File: config.mk
export PLATFORM = sky130hd
export DESIGN_NAME = dmem_port_arbiter_flat
export DESIGN_NICKNAME = d
export VERILOG_FILES = /design/src/rtl/dmem_arb_pkg.sv /design/src/rtl/dmem_port_arbiter_if.sv /design/src/rtl/dmem_arb_prio.sv /design/src/rtl/dmem_port_arbiter.sv /design/src/flat_wrapper.sv
export SDC_FILE = /design/constraint.sdc
export NUM_CORES = 1
export LEC_CHECK = 0
export CAP_MARGIN = 20
export CORE_MARGIN = 2
export CORE_UTILIZATION = 44
export CTS_CLUSTER_SIZE = 12
export DETAILED_ROUTE_END_ITERATION = 10
export MAX_ROUTING_LAYER = met4
export PLACE_DENSITY = 0.85
export SYNTH_ARGS = -nofsm -noshare
export SYNTH_HDL_FRONTEND = slang
export SYNTH_SLANG_ARGS = --single-unit
File: constraint.sdc
create_clock -name clk -period 4.1 [get_ports clk]
set_input_delay 0.41 -clock clk [delete_from_list [all_inputs] [get_ports clk]]
set_output_delay 0.41 -clock clk [all_outputs]
set_load 0.05 [all_outputs]
File: src/rtl/dmem_arb_pkg.sv
// ----------------------------------------------------------------------------
// dmem_arb_pkg
//   Shared types and defaults for the data-memory port arbiter.
//   - ADDR_W_DEF / DATA_W_DEF / MAX_WAIT_DEF : default geometry and starvation limit
//   - port_id_t : identifies which requester owns a command
//   - cmd_t     : the registered command driving the memory for one cycle
// ----------------------------------------------------------------------------
package dmem_arb_pkg;

    localparam int ADDR_W_DEF   = 8;
    localparam int DATA_W_DEF   = 8;
    localparam int MAX_WAIT_DEF = 4;

    typedef enum logic {
        PORT_CPU = 1'b0,
        PORT_DBG = 1'b1
    } port_id_t;

    // Field widths follow the package defaults; the top level sizes its
    // selection signals from its own parameters, so overriding ADDR_W/DATA_W
    // away from the defaults requires changing these too.
    typedef struct packed {
        logic                  valid;
        port_id_t              owner;
        logic                  we;
        logic [ADDR_W_DEF-1:0] addr;
        logic [DATA_W_DEF-1:0] wdata;
    } cmd_t;

    localparam cmd_t CMD_RESET = '{
        valid: 1'b0,
        owner: PORT_CPU,
        we:    1'b0,
        addr:  {ADDR_W_DEF{1'b0}},
        wdata: {DATA_W_DEF{1'b0}}
    };

endpackage

File: src/rtl/dmem_port_arbiter_if.sv
// ----------------------------------------------------------------------------
// dmem_port_arbiter_if
//   Bundles both requester ports and the memory-side bus of the arbiter.
//   Port N: reqN/weN/addrN/wdataN (requester -> arbiter),
//           gntN/ackN/rdataN      (arbiter -> requester).
//   Memory: mem_addr/mem_wr_en/mem_wdata (arbiter -> memory),
//           mem_rdata                    (memory -> arbiter).
//   slave  : arbiter view.  master : requesters + memory view.
// ----------------------------------------------------------------------------
interface dmem_port_arbiter_if
    import dmem_arb_pkg::*;
#(
    parameter int ADDR_W = ADDR_W_DEF,
    parameter int DATA_W = DATA_W_DEF
);
    logic              req0;
    logic              we0;
    logic [ADDR_W-1:0] addr0;
    logic [DATA_W-1:0] wdata0;
    logic              gnt0;
    logic              ack0;
    logic [DATA_W-1:0] rdata0;

    logic              req1;
    logic              we1;
    logic [ADDR_W-1:0] addr1;
    logic [DATA_W-1:0] wdata1;
    logic              gnt1;
    logic              ack1;
    logic [DATA_W-1:0] rdata1;

    logic [ADDR_W-1:0] mem_addr;
    logic              mem_wr_en;
    logic [DATA_W-1:0] mem_wdata;
    logic [DATA_W-1:0] mem_rdata;

    modport slave (
        input  req0, we0, addr0, wdata0,
        input  req1, we1, addr1, wdata1,
        input  mem_rdata,
        output gnt0, ack0, rdata0,
        output gnt1, ack1, rdata1,
        output mem_addr, mem_wr_en, mem_wdata
    );

    modport master (
        output req0, we0, addr0, wdata0,
        output req1, we1, addr1, wdata1,
        output mem_rdata,
        input  gnt0, ack0, rdata0,
        input  gnt1, ack1, rdata1,
        input  mem_addr, mem_wr_en, mem_wdata
    );

endinterface

File: src/rtl/dmem_arb_prio.sv
// ----------------------------------------------------------------------------
// dmem_arb_prio
//   Fixed-priority grant (port 0 first) with starvation escalation for port 1.
//   Ports: clk, rst (async, active-high), req0, req1 in; gnt0, gnt1 out
//   (combinational, at most one set, never without its request).
//   wait_cnt counts consecutive refused cycles of port 1; once it reaches
//   MAX_WAIT, port 1 outranks port 0 for one grant.
// ----------------------------------------------------------------------------
module dmem_arb_prio #(
    parameter int MAX_WAIT = 4
) (
    input  logic clk,
    input  logic rst,
    input  logic req0,
    input  logic req1,
    output logic gnt0,
    output logic gnt1
);
    localparam int                WAIT_W   = $clog2(MAX_WAIT + 1);
    localparam logic [WAIT_W-1:0] WAIT_MAX = WAIT_W'(MAX_WAIT);
    localparam logic [WAIT_W-1:0] WAIT_ONE = WAIT_W'(1);

    logic [WAIT_W-1:0] wait_cnt_q;
    logic [WAIT_W-1:0] wait_cnt_d;
    logic              gnt0_s;
    logic              gnt1_s;

    // Grant decision and refusal counter next-state
    always_comb begin
        gnt1_s     = req1 & (~req0 | (wait_cnt_q == WAIT_MAX));
        gnt0_s     = req0 & ~gnt1_s;
        wait_cnt_d = {WAIT_W{1'b0}};
        if (req1 && !gnt1_s) begin
            if (wait_cnt_q == WAIT_MAX) begin
                wait_cnt_d = wait_cnt_q;
            end else begin
                wait_cnt_d = wait_cnt_q + WAIT_ONE;
            end
        end else begin
            wait_cnt_d = {WAIT_W{1'b0}};
        end
    end

    // Refusal counter register
    always_ff @(posedge clk or posedge rst) begin
        if (rst) begin
            wait_cnt_q <= {WAIT_W{1'b0}};
        end else begin
            wait_cnt_q <= wait_cnt_d;
        end
    end

    assign gnt0 = gnt0_s;
    assign gnt1 = gnt1_s;

endmodule

File: src/rtl/dmem_port_arbiter.sv
// ----------------------------------------------------------------------------
// dmem_port_arbiter
//   Shares a single-port data memory between the CPU (port 0) and the
//   debug/DMA loader (port 1). One command is accepted per cycle, registered,
//   presented to the memory for one cycle (memory acts on negedge), and the
//   result is returned as a one-cycle ack plus rdata to the owning port.
//   Ports: clk, rst (async, active-high), bus (dmem_port_arbiter_if.slave)
//   carrying both requester ports and the memory bus.
// ----------------------------------------------------------------------------
module dmem_port_arbiter
    import dmem_arb_pkg::*;
#(
    parameter int ADDR_W   = ADDR_W_DEF,
    parameter int DATA_W   = DATA_W_DEF,
    parameter int MAX_WAIT = MAX_WAIT_DEF
) (
    input  logic                clk,
    input  logic                rst,
    dmem_port_arbiter_if.slave  bus
);
    logic              gnt0_s;
    logic              gnt1_s;
    logic [ADDR_W-1:0] sel_addr_s;
    logic [DATA_W-1:0] sel_wdata_s;
    logic              sel_we_s;

    cmd_t              cmd_q;
    cmd_t              cmd_d;
    logic              ack0_q;
    logic              ack0_d;
    logic              ack1_q;
    logic              ack1_d;
    logic [DATA_W-1:0] rdata0_q;
    logic [DATA_W-1:0] rdata0_d;
    logic [DATA_W-1:0] rdata1_q;
    logic [DATA_W-1:0] rdata1_d;

    dmem_arb_prio #(
        .MAX_WAIT (MAX_WAIT)
    ) u_prio (
        .clk  (clk),
        .rst  (rst),
        .req0 (bus.req0),
        .req1 (bus.req1),
        .gnt0 (gnt0_s),
        .gnt1 (gnt1_s)
    );

    // Accept stage: capture the granted port's command; without a grant the
    // fields are held (less toggling on the memory bus) and only valid drops.
    always_comb begin
        sel_addr_s  = bus.addr0;
        sel_wdata_s = bus.wdata0;
        sel_we_s    = bus.we0;
        cmd_d       = cmd_q;
        cmd_d.valid = 1'b0;
        if (gnt1_s) begin
            sel_addr_s  = bus.addr1;
            sel_wdata_s = bus.wdata1;
            sel_we_s    = bus.we1;
            cmd_d.valid = 1'b1;
            cmd_d.owner = PORT_DBG;
            cmd_d.we    = sel_we_s;
            cmd_d.addr  = sel_addr_s;
            cmd_d.wdata = sel_wdata_s;
        end else if (gnt0_s) begin
            cmd_d.valid = 1'b1;
            cmd_d.owner = PORT_CPU;
            cmd_d.we    = sel_we_s;
            cmd_d.addr  = sel_addr_s;
            cmd_d.wdata = sel_wdata_s;
        end else begin
            cmd_d.valid = 1'b0;
        end
    end

    // Response stage: memory data is already registered by the memory at the
    // mid-cycle negedge, so it is captured directly for the owner only.
    always_comb begin
        ack0_d   = cmd_q.valid && (cmd_q.owner == PORT_CPU);
        ack1_d   = cmd_q.valid && (cmd_q.owner == PORT_DBG);
        rdata0_d = rdata0_q;
        rdata1_d = rdata1_q;
        if (ack0_d) begin
            rdata0_d = bus.mem_rdata;
        end else begin
            rdata0_d = rdata0_q;
        end
        if (ack1_d) begin
            rdata1_d = bus.mem_rdata;
        end else begin
            rdata1_d = rdata1_q;
        end
    end

    // Command and response registers; reset drops any in-flight command
    always_ff @(posedge clk or posedge rst) begin
        if (rst) begin
            cmd_q    <= CMD_RESET;
            ack0_q   <= 1'b0;
            ack1_q   <= 1'b0;
            rdata0_q <= {DATA_W{1'b0}};
            rdata1_q <= {DATA_W{1'b0}};
        end else begin
            cmd_q    <= cmd_d;
            ack0_q   <= ack0_d;
            ack1_q   <= ack1_d;
            rdata0_q <= rdata0_d;
            rdata1_q <= rdata1_d;
        end
    end

    assign bus.gnt0      = gnt0_s;
    assign bus.gnt1      = gnt1_s;
    assign bus.ack0      = ack0_q;
    assign bus.ack1      = ack1_q;
    assign bus.rdata0    = rdata0_q;
    assign bus.rdata1    = rdata1_q;
    assign bus.mem_addr  = cmd_q.addr;
    assign bus.mem_wdata = cmd_q.wdata;
    assign bus.mem_wr_en = cmd_q.valid & cmd_q.we;

endmodule

File: src/flat_wrapper.sv
// flat-port wrapper written by rule: the top's interface ports become plain ports
module dmem_port_arbiter_flat import dmem_arb_pkg::*;
#(
    parameter int ADDR_W   = ADDR_W_DEF,
    parameter int DATA_W   = DATA_W_DEF,
    parameter int MAX_WAIT = MAX_WAIT_DEF
)
  (clk, rst, bus_req0, bus_we0, bus_addr0, bus_wdata0, bus_req1, bus_we1, bus_addr1, bus_wdata1, bus_mem_rdata, bus_gnt0, bus_ack0, bus_rdata0, bus_gnt1, bus_ack1, bus_rdata1, bus_mem_addr, bus_mem_wr_en, bus_mem_wdata);
  dmem_port_arbiter_if #(.ADDR_W(ADDR_W), .DATA_W(DATA_W)) bus_i ();
  input  logic clk;
  input  logic rst;
  input wire logic [$bits(bus_i.req0)-1:0] bus_req0;
  input wire logic [$bits(bus_i.we0)-1:0] bus_we0;
  input wire logic [$bits(bus_i.addr0)-1:0] bus_addr0;
  input wire logic [$bits(bus_i.wdata0)-1:0] bus_wdata0;
  input wire logic [$bits(bus_i.req1)-1:0] bus_req1;
  input wire logic [$bits(bus_i.we1)-1:0] bus_we1;
  input wire logic [$bits(bus_i.addr1)-1:0] bus_addr1;
  input wire logic [$bits(bus_i.wdata1)-1:0] bus_wdata1;
  input wire logic [$bits(bus_i.mem_rdata)-1:0] bus_mem_rdata;
  output wire logic [$bits(bus_i.gnt0)-1:0] bus_gnt0;
  output wire logic [$bits(bus_i.ack0)-1:0] bus_ack0;
  output wire logic [$bits(bus_i.rdata0)-1:0] bus_rdata0;
  output wire logic [$bits(bus_i.gnt1)-1:0] bus_gnt1;
  output wire logic [$bits(bus_i.ack1)-1:0] bus_ack1;
  output wire logic [$bits(bus_i.rdata1)-1:0] bus_rdata1;
  output wire logic [$bits(bus_i.mem_addr)-1:0] bus_mem_addr;
  output wire logic [$bits(bus_i.mem_wr_en)-1:0] bus_mem_wr_en;
  output wire logic [$bits(bus_i.mem_wdata)-1:0] bus_mem_wdata;
  assign bus_i.req0 = bus_req0;
  assign bus_i.we0 = bus_we0;
  assign bus_i.addr0 = bus_addr0;
  assign bus_i.wdata0 = bus_wdata0;
  assign bus_i.req1 = bus_req1;
  assign bus_i.we1 = bus_we1;
  assign bus_i.addr1 = bus_addr1;
  assign bus_i.wdata1 = bus_wdata1;
  assign bus_i.mem_rdata = bus_mem_rdata;
  assign bus_gnt0 = bus_i.gnt0;
  assign bus_ack0 = bus_i.ack0;
  assign bus_rdata0 = bus_i.rdata0;
  assign bus_gnt1 = bus_i.gnt1;
  assign bus_ack1 = bus_i.ack1;
  assign bus_rdata1 = bus_i.rdata1;
  assign bus_mem_addr = bus_i.mem_addr;
  assign bus_mem_wr_en = bus_i.mem_wr_en;
  assign bus_mem_wdata = bus_i.mem_wdata;
  dmem_port_arbiter #(.ADDR_W(ADDR_W), .DATA_W(DATA_W), .MAX_WAIT(MAX_WAIT)) u_core (.clk(clk), .rst(rst), .bus(bus_i));
endmodule
==> impl_metrics.env, run 1 <==
export IMPL_hold_buffer_count_at_cts=0
export IMPL_drt_first_pass_iters=4
export IMPL_p_per_area_nw_per_um2=445
export IMPL_status="finished, final reports clean"
export IMPL_setup_total_negative_slack_ps=0
export IMPL_post_route_min_period_ps=2910
export IMPL_postCtsResizedCells=0
export IMPL_cts_buffers_inserted=5
export IMPL_clk_transition_reported_paths_ps=80
export IMPL_crit_slowest_cell="clkdlybuf4s50_1"
export IMPL_drt_iter0_drc=41
export IMPL_max_slew_worst_pin_slew_ps=561
export IMPL_global_route_usage_total=0.185
export IMPL_via_per_inst=4.96
export IMPL_finalWeightedCongestion=0.676
export IMPL_core_rowCount=23
export IMPL_path_class="reg -> out"
export IMPL_crit_required_ps=3690
export IMPL_ys_seq_elements=40
export IMPL_yosys_cell_types_count=24
export IMPL_clk_root_buffer_cell="clkbuf_8"
export IMPL_routed_wire_length_per_instance_um=14.9
export IMPL_timing_clock_skew_ps=8.64
export IMPL_nets=253
export IMPL_setup_repair_after_global_routing_missed_its_margin="false"
export IMPL_yosysSeqAreaShare=0.557
export IMPL_synth_area_per_cell_um2=13.3
export IMPL_hold_viol_final=0
export IMPL_final_cell_mix="82 x clkdlybuf4s50_1, 40 x dfrtp_1, 15 x and2_1"
export IMPL_max_slew_margin_rel=0.626
export IMPL_drc=0
export IMPL_synthCells=135
export IMPL_synth_area_um2=1800
export IMPL_insertedDiodeCount=0
export IMPL_cts_max_level=2
export IMPL_hold_path_class="in -> async"
export IMPL_vdd_drop_max_mv=0.176
export IMPL_ratio_of_cells_with_drive_above_1_in_the_final_layout=0.189
export IMPL_dp_hpwl_mm=2.88
export IMPL_insertion_delay_ps=300
export IMPL_grt_pass1_wl_mm=6.02
export IMPL_floorplan_core_area_um2=3970
export IMPL_boundaryPins=83
export IMPL_detail_route_antenna_nets=0
export IMPL_slew_violations=0
export IMPL_mostFrequentLayoutCell="clkdlybuf4s50_1"
export IMPL_tritoncts="done"
export IMPL_routed_via_count=1270
export IMPL_cellLeakagePower_nw=1.12
export IMPL_first_global_vias=1273
export IMPL_fp_dieArea_um2=4610
export IMPL_synthesis_nets=183
export IMPL_maximum_net_fanout_on_the_critical_path=19
export IMPL_clock_fmax_mhz=344
export IMPL_ys_warn_count=0
export IMPL_critPathMaxStageDelay_ps=910
export IMPL_cts_post_setup_buffers_inserted=0
export IMPL_initial_utilization=0.452
export IMPL_crit_path_cell_trace="inv_1, ha_1, nand2_2, a21boi_4, clkdlybuf4s50_1"
export IMPL_grt_start_max_net_pins=27
export IMPL_cts_buffer_depth=2
export IMPL_hold_slack_ps=451
export IMPL_cap_violations=0
export IMPL_endpoint_kind="output pin"
export IMPL_area_growth_synth_to_final_pct=47.0
export IMPL_routed_wirelength_mm=3.81
export IMPL_grt_overflow_total=0
export IMPL_setup_violations_final=0
export IMPL_grt_antenna_before_repair=0
export IMPL_chip_width_um=67.9
export IMPL_timing_critical_path_from_type="register"
export IMPL_die_h_um=67.9
export IMPL_port_buffer_count=82
export IMPL_number_of_clock_sinks=40
export IMPL_worst_endpoint_arrival_ps=2500
export IMPL_layout_worst_path_cycle_share=0.709
==> synthesized netlist by cell type <==
| cell | n | area, um2 |
|---|---|---|
| a221o_2 | 8 | 90.1 |
| nor2_1 | 4 | 15.0 |
| buf_2 | 1 | 5.00 |
| nor2_2 | 1 | 6.26 |
| a221o_1 | 9 | 90.1 |
| buf_6 | 3 | 33.8 |
| mux2i_1 | 1 | 10.0 |
| ha_1 | 2 | 25.0 |
| dfrtp_1 | 40 | 1000 |
| and2_2 | 2 | 15.0 |
| inv_1 | 7 | 26.3 |
| a31oi_4 | 1 | 21.3 |
| mux2_2 | 14 | 158 |
| nand3_1 | 1 | 5.00 |
| a21o_2 | 1 | 8.76 |
| and2_1 | 15 | 93.8 |
| and2_0 | 1 | 6.26 |
| buf_4 | 16 | 120 |
| inv_2 | 1 | 3.75 |
| mux2_1 | 2 | 22.5 |
| a21boi_4 | 1 | 18.8 |
| nand2_2 | 1 | 6.26 |
| nand2_1 | 2 | 7.51 |
| nand2b_1 | 1 | 6.26 |
==> flip-flops by register name (all words and copies together), names as in the netlist <==
signal,flops
u_core.bus.mem_addr,8
u_core.bus.ack0,1
u_core.bus.ack1,1
u_core.bus.rdata0,8
u_core.cmd_q,3
u_core.bus.rdata1,8
u_core.u_prio.wait_cnt_q,3
u_core.bus.mem_wdata,8
==> metal layers <==
metal  vias up  track usage  routed length (um)  share of wire
li1        597            -                   -              -
met1       608        0.234                1680           0.44
met2        61        0.297                1800           0.47
met3         4       0.0444                 287          0.075
met4         0       0.0600                  36         0.0095
met5         -            -                   0              0
==> cell type report <==
cell class                 instances  area, um2
timing repair buffer              83        828
tap                               50       62.6
fill                             334       1330
clock buffer                       5       68.8
inverter                           8       30.0
multi-input combinational         67        606
sequential                        40       1000
clock inverter                     3       42.5
==> stage by stage <==
stage               worst slack [ps]  cells  utilization  instance area, um2  power (mW)
global route                    1060    256        0.664                2640        1.23
CTS                             1190    256        0.664                2640        1.18
finish                          1190    256        0.664                2640        1.17
detailed placement              1210    248        0.636                2530       0.869
floorplan                       2470    135            -                1800       0.735
global placement                1240    248        0.636                2530       0.863
==> path summary, 6_finish.rpt <==
path / from / end / slack, ps / cells after the start
max in group asynchronous: rst / u_core.bus.mem_wdata[1]$_DFFE_PP0P_ / 2910 / 3
hold reg to reg: u_core.u_prio.wait_cnt_q[0]$_DFFE_PP0P_ / u_core.u_prio.wait_cnt_q[0]$_DFFE_PP0P_ / 460 / 1
setup reg to reg: u_core.u_prio.wait_cnt_q[0]$_DFFE_PP0P_ / u_core.bus.mem_addr[3]$_DFFE_PP0P_ / 2480 / 5
hold / removal: rst / u_core.bus.rdata0[2]$_DFFE_PP0P_ / 450 / 2
min in group clk: u_core.u_prio.wait_cnt_q[0]$_DFFE_PP0P_ / u_core.u_prio.wait_cnt_q[0]$_DFFE_PP0P_ / 460 / 1
setup / recovery: u_core.u_prio.wait_cnt_q[0]$_DFFE_PP0P_ / bus_gnt1 / 1190 / 5
==> kinds of logic (layout without fill, tap and decap cells) <==
| group | count (synthesis) | after routing | synth area share |
|---|---|---|---|
| buf+inv | 28 | 99 | 0.105 |
| flops | 40 | 40 | 0.557 |
| simple gates | 28 | 28 | 0.0899 |
| mux | 17 | 17 | 0.106 |
| fa+ha+maj | 2 | 2 | 0.0139 |
| compound gates | 20 | 20 | 0.128 |
==> report_power, final <==
part           total, mW  internal [mW]  switching [mW]
clock network      0.315          0.180           0.135
registers          0.466          0.442          0.0239
logic              0.392          0.160           0.233
total               1.17          0.781           0.392
==> critical path, delay by kind of cell, from the launching register on <==
family,cells,cell delay (ps)
flip-flops,1,400
buffers and inverters,2,970
AO/OA/AOI/OAI,1,480
AND/OR/NAND/NOR,1,110
adder cells (fa/ha/maj),1,240
(Power assumes the default switching activity.)
==> inputs of run 2 (changes only) <==
--- a/config.mk
+++ b/config.mk
@@ -7,11 +7,11 @@
 export LEC_CHECK = 0
 export CAP_MARGIN = 20
 export CORE_MARGIN = 2
-export CORE_UTILIZATION = 44
+export CORE_UTILIZATION = 37
 export CTS_CLUSTER_SIZE = 12
 export DETAILED_ROUTE_END_ITERATION = 10
 export MAX_ROUTING_LAYER = met4
-export PLACE_DENSITY = 0.85
+export PLACE_DENSITY = 0.76
 export SYNTH_ARGS = -nofsm -noshare
 export SYNTH_HDL_FRONTEND = slang
 export SYNTH_SLANG_ARGS = --single-unit
==> constraint.sdc (replaced) <==
create_clock -name clk -period 2.35 [get_ports clk]
set_input_delay 0.235 -clock clk [delete_from_list [all_inputs] [get_ports clk]]
set_output_delay 0.235 -clock clk [all_outputs]
set_load 0.05 [all_outputs]
==> run 2 against run 1 <==
Flip-flop and latch count unchanged. Worst hold slack got worse by 190 ps. Register-to-register slack got worse by 1800 ps. Clock power increased by 91%. Via count increased by 2.3%. Design area increased by 2.4%. Core utilization decreased by 8.9 points. Largest power group unchanged.
==> impl_metrics.env, run 2 (synthesized netlist as in run 1, its figures left out) <==
export IMPL_insertedDiodeCount=0
export IMPL_drc=0
export IMPL_cellLeakagePower_nw=1.16
export IMPL_hold_slack_ps=262
export IMPL_crit_path_cell_trace="inv_1, ha_1, nand2_2, a21boi_4, buf_12"
export IMPL_nets=256
export IMPL_setup_total_negative_slack_ps=0
export IMPL_global_route_usage_total=0.159
export IMPL_routed_via_count=1299
export IMPL_insertion_delay_ps=290
export IMPL_tritoncts="done"
export IMPL_hold_buffer_count_at_cts=0
export IMPL_post_route_min_period_ps=1940
export IMPL_die_h_um=73.7
export IMPL_number_of_clock_sinks=40
export IMPL_cts_buffers_inserted=5
export IMPL_worst_endpoint_arrival_ps=1710
export IMPL_clk_root_buffer_cell="clkbuf_8"
export IMPL_setup_violations_final=0
export IMPL_clk_transition_reported_paths_ps=80
export IMPL_final_cell_mix="80 x clkdlybuf4s50_1, 40 x dfrtp_1, 15 x and2_1"
export IMPL_mostFrequentLayoutCell="clkdlybuf4s50_1"
export IMPL_path_class="reg -> out"
export IMPL_final_instance_count_excl_fill=263
export IMPL_grt_overflow_total=0
export IMPL_grt_start_max_net_pins=29
export IMPL_endpoint_kind="output pin"
export IMPL_cts_max_level=2
export IMPL_via_per_inst=4.94
export IMPL_cap_violations=0
export IMPL_critPathMaxStageDelay_ps=400
export IMPL_grt_pass1_wl_mm=6.42
export IMPL_area_growth_synth_to_final_pct=50.5
export IMPL_status="finished, final reports clean"
export IMPL_layout_worst_path_cycle_share=0.827
export IMPL_dp_hpwl_mm=3.09
export IMPL_chip_width_um=73.7
export IMPL_timing_critical_path_from_type="register"
export IMPL_grt_antenna_before_repair=0
export IMPL_hold_viol_final=0
export IMPL_p_per_area_nw_per_um2=781
export IMPL_max_slew_margin_rel=0.639
export IMPL_ratio_of_cells_with_drive_above_1_in_the_final_layout=0.211
export IMPL_slew_violations=0
export IMPL_drt_iter0_drc=71
export IMPL_detail_route_antenna_nets=0
export IMPL_clock_fmax_mhz=515
export IMPL_boundaryPins=83
export IMPL_placed_cells_incl_taps=255
export IMPL_floorplan_core_area_um2=4690
export IMPL_first_global_vias=1370
export IMPL_postCtsResizedCells=0
export IMPL_drt_first_pass_iters=4
export IMPL_routed_wirelength_mm=4.03
export IMPL_critPathBufInv=2
export IMPL_vdd_drop_max_mv=0.275
export IMPL_crit_slowest_cell="dfrtp_1"
export IMPL_finalWeightedCongestion=0.746
export IMPL_setup_repair_after_global_routing_missed_its_margin="false"
export IMPL_dp_slack_ps=558
export IMPL_initial_utilization=0.383
export IMPL_hold_path_class="in -> async"
export IMPL_fp_dieArea_um2=5430
export IMPL_crit_required_ps=2120
export IMPL_final_core_util=0.576
export IMPL_max_slew_worst_pin_slew_ps=540
export IMPL_routed_wire_length_per_instance_um=15.3
export IMPL_layout_filler_cells=412
export IMPL_maximum_net_fanout_on_the_critical_path=13
export IMPL_cts_buffer_depth=2
export IMPL_cts_post_setup_buffers_inserted=0
export IMPL_core_rowCount=25
export IMPL_timing_clock_skew_ps=5.60
export IMPL_critPathTopFamily="flip-flops"
export IMPL_setup_ws_ps=408
export IMPL_port_buffer_count=82
run 2: cell types whose count changed in the layout (fill, tap and decap cells not counted), sizes merged:
cell,before,now
clkinvlp,1,0
clkdlybuf4s50,82,80
buf,1,6
clkbuf,5,7
clkinv,1,0
run 2: cell type report:
class	instances	area (um2)	area share
Multi-Input combinational cell	67	606	0.224
Clock inverter	1	30.0	0.0111
Timing Repair Buffer	86	871	0.322
Tap cell	54	67.6	0.0250
Inverter	8	30.0	0.0111
Clock buffer	7	96.3	0.0357
Sequential cell	40	1000	0.371
run 2: worst paths after layout:
| path | slack (ps) | from | cells after the start | endpoint |
|---|---|---|---|---|
| min reg2reg | 460 | u_core.u_prio.wait_cnt_q[0]$_DFFE_PP0P_ | 1 | u_core.u_prio.wait_cnt_q[0]$_DFFE_PP0P_ |
| max reg2reg | 670 | u_core.u_prio.wait_cnt_q[0]$_DFFE_PP0P_ | 6 | u_core.cmd_q[16]$_DFFE_PP0P_ |
| min in group clk | 460 | u_core.u_prio.wait_cnt_q[0]$_DFFE_PP0P_ | 1 | u_core.u_prio.wait_cnt_q[0]$_DFFE_PP0P_ |
| max | 410 | u_core.u_prio.wait_cnt_q[0]$_DFFE_PP0P_ | 5 | bus_gnt1 |
| min | 260 | rst | 2 | u_core.bus.mem_wdata[3]$_DFFE_PP0P_ |
| max in group asynchronous | 1350 | rst | 3 | u_core.bus.mem_addr[7]$_DFFE_PP0P_ |
run 2: stage by stage:
| stage | power [mW] | cell area (um2) |
|---|---|---|
| finish | 2.11 | 2700 |
| global route | 2.20 | 2700 |
| CTS | 2.13 | 2700 |
| detailed placement | 1.53 | 2570 |
| global placement | 1.52 | 2570 |
| floorplan | 1.28 | 1800 |
run 2: where the power goes:
group          leakage (nW)  internal [mW]  switching [mW]
combinational         0.611          0.286           0.412
sequential            0.480          0.771          0.0414
clock                0.0645          0.375           0.227
run 2: per-layer routing:
| metal | share of wire | wire length [um] | global-route usage | vias to the layer above |
|---|---|---|---|---|
| met4 | 0.014 | 57 | 0.0525 | 0 |
| li1 | - | - | - | 605 |
| met2 | 0.49 | 1960 | 0.248 | 58 |
| met1 | 0.43 | 1720 | 0.196 | 629 |
| met5 | 0 | 0 | - | - |
| met3 | 0.072 | 288 | 0.0521 | 7 |
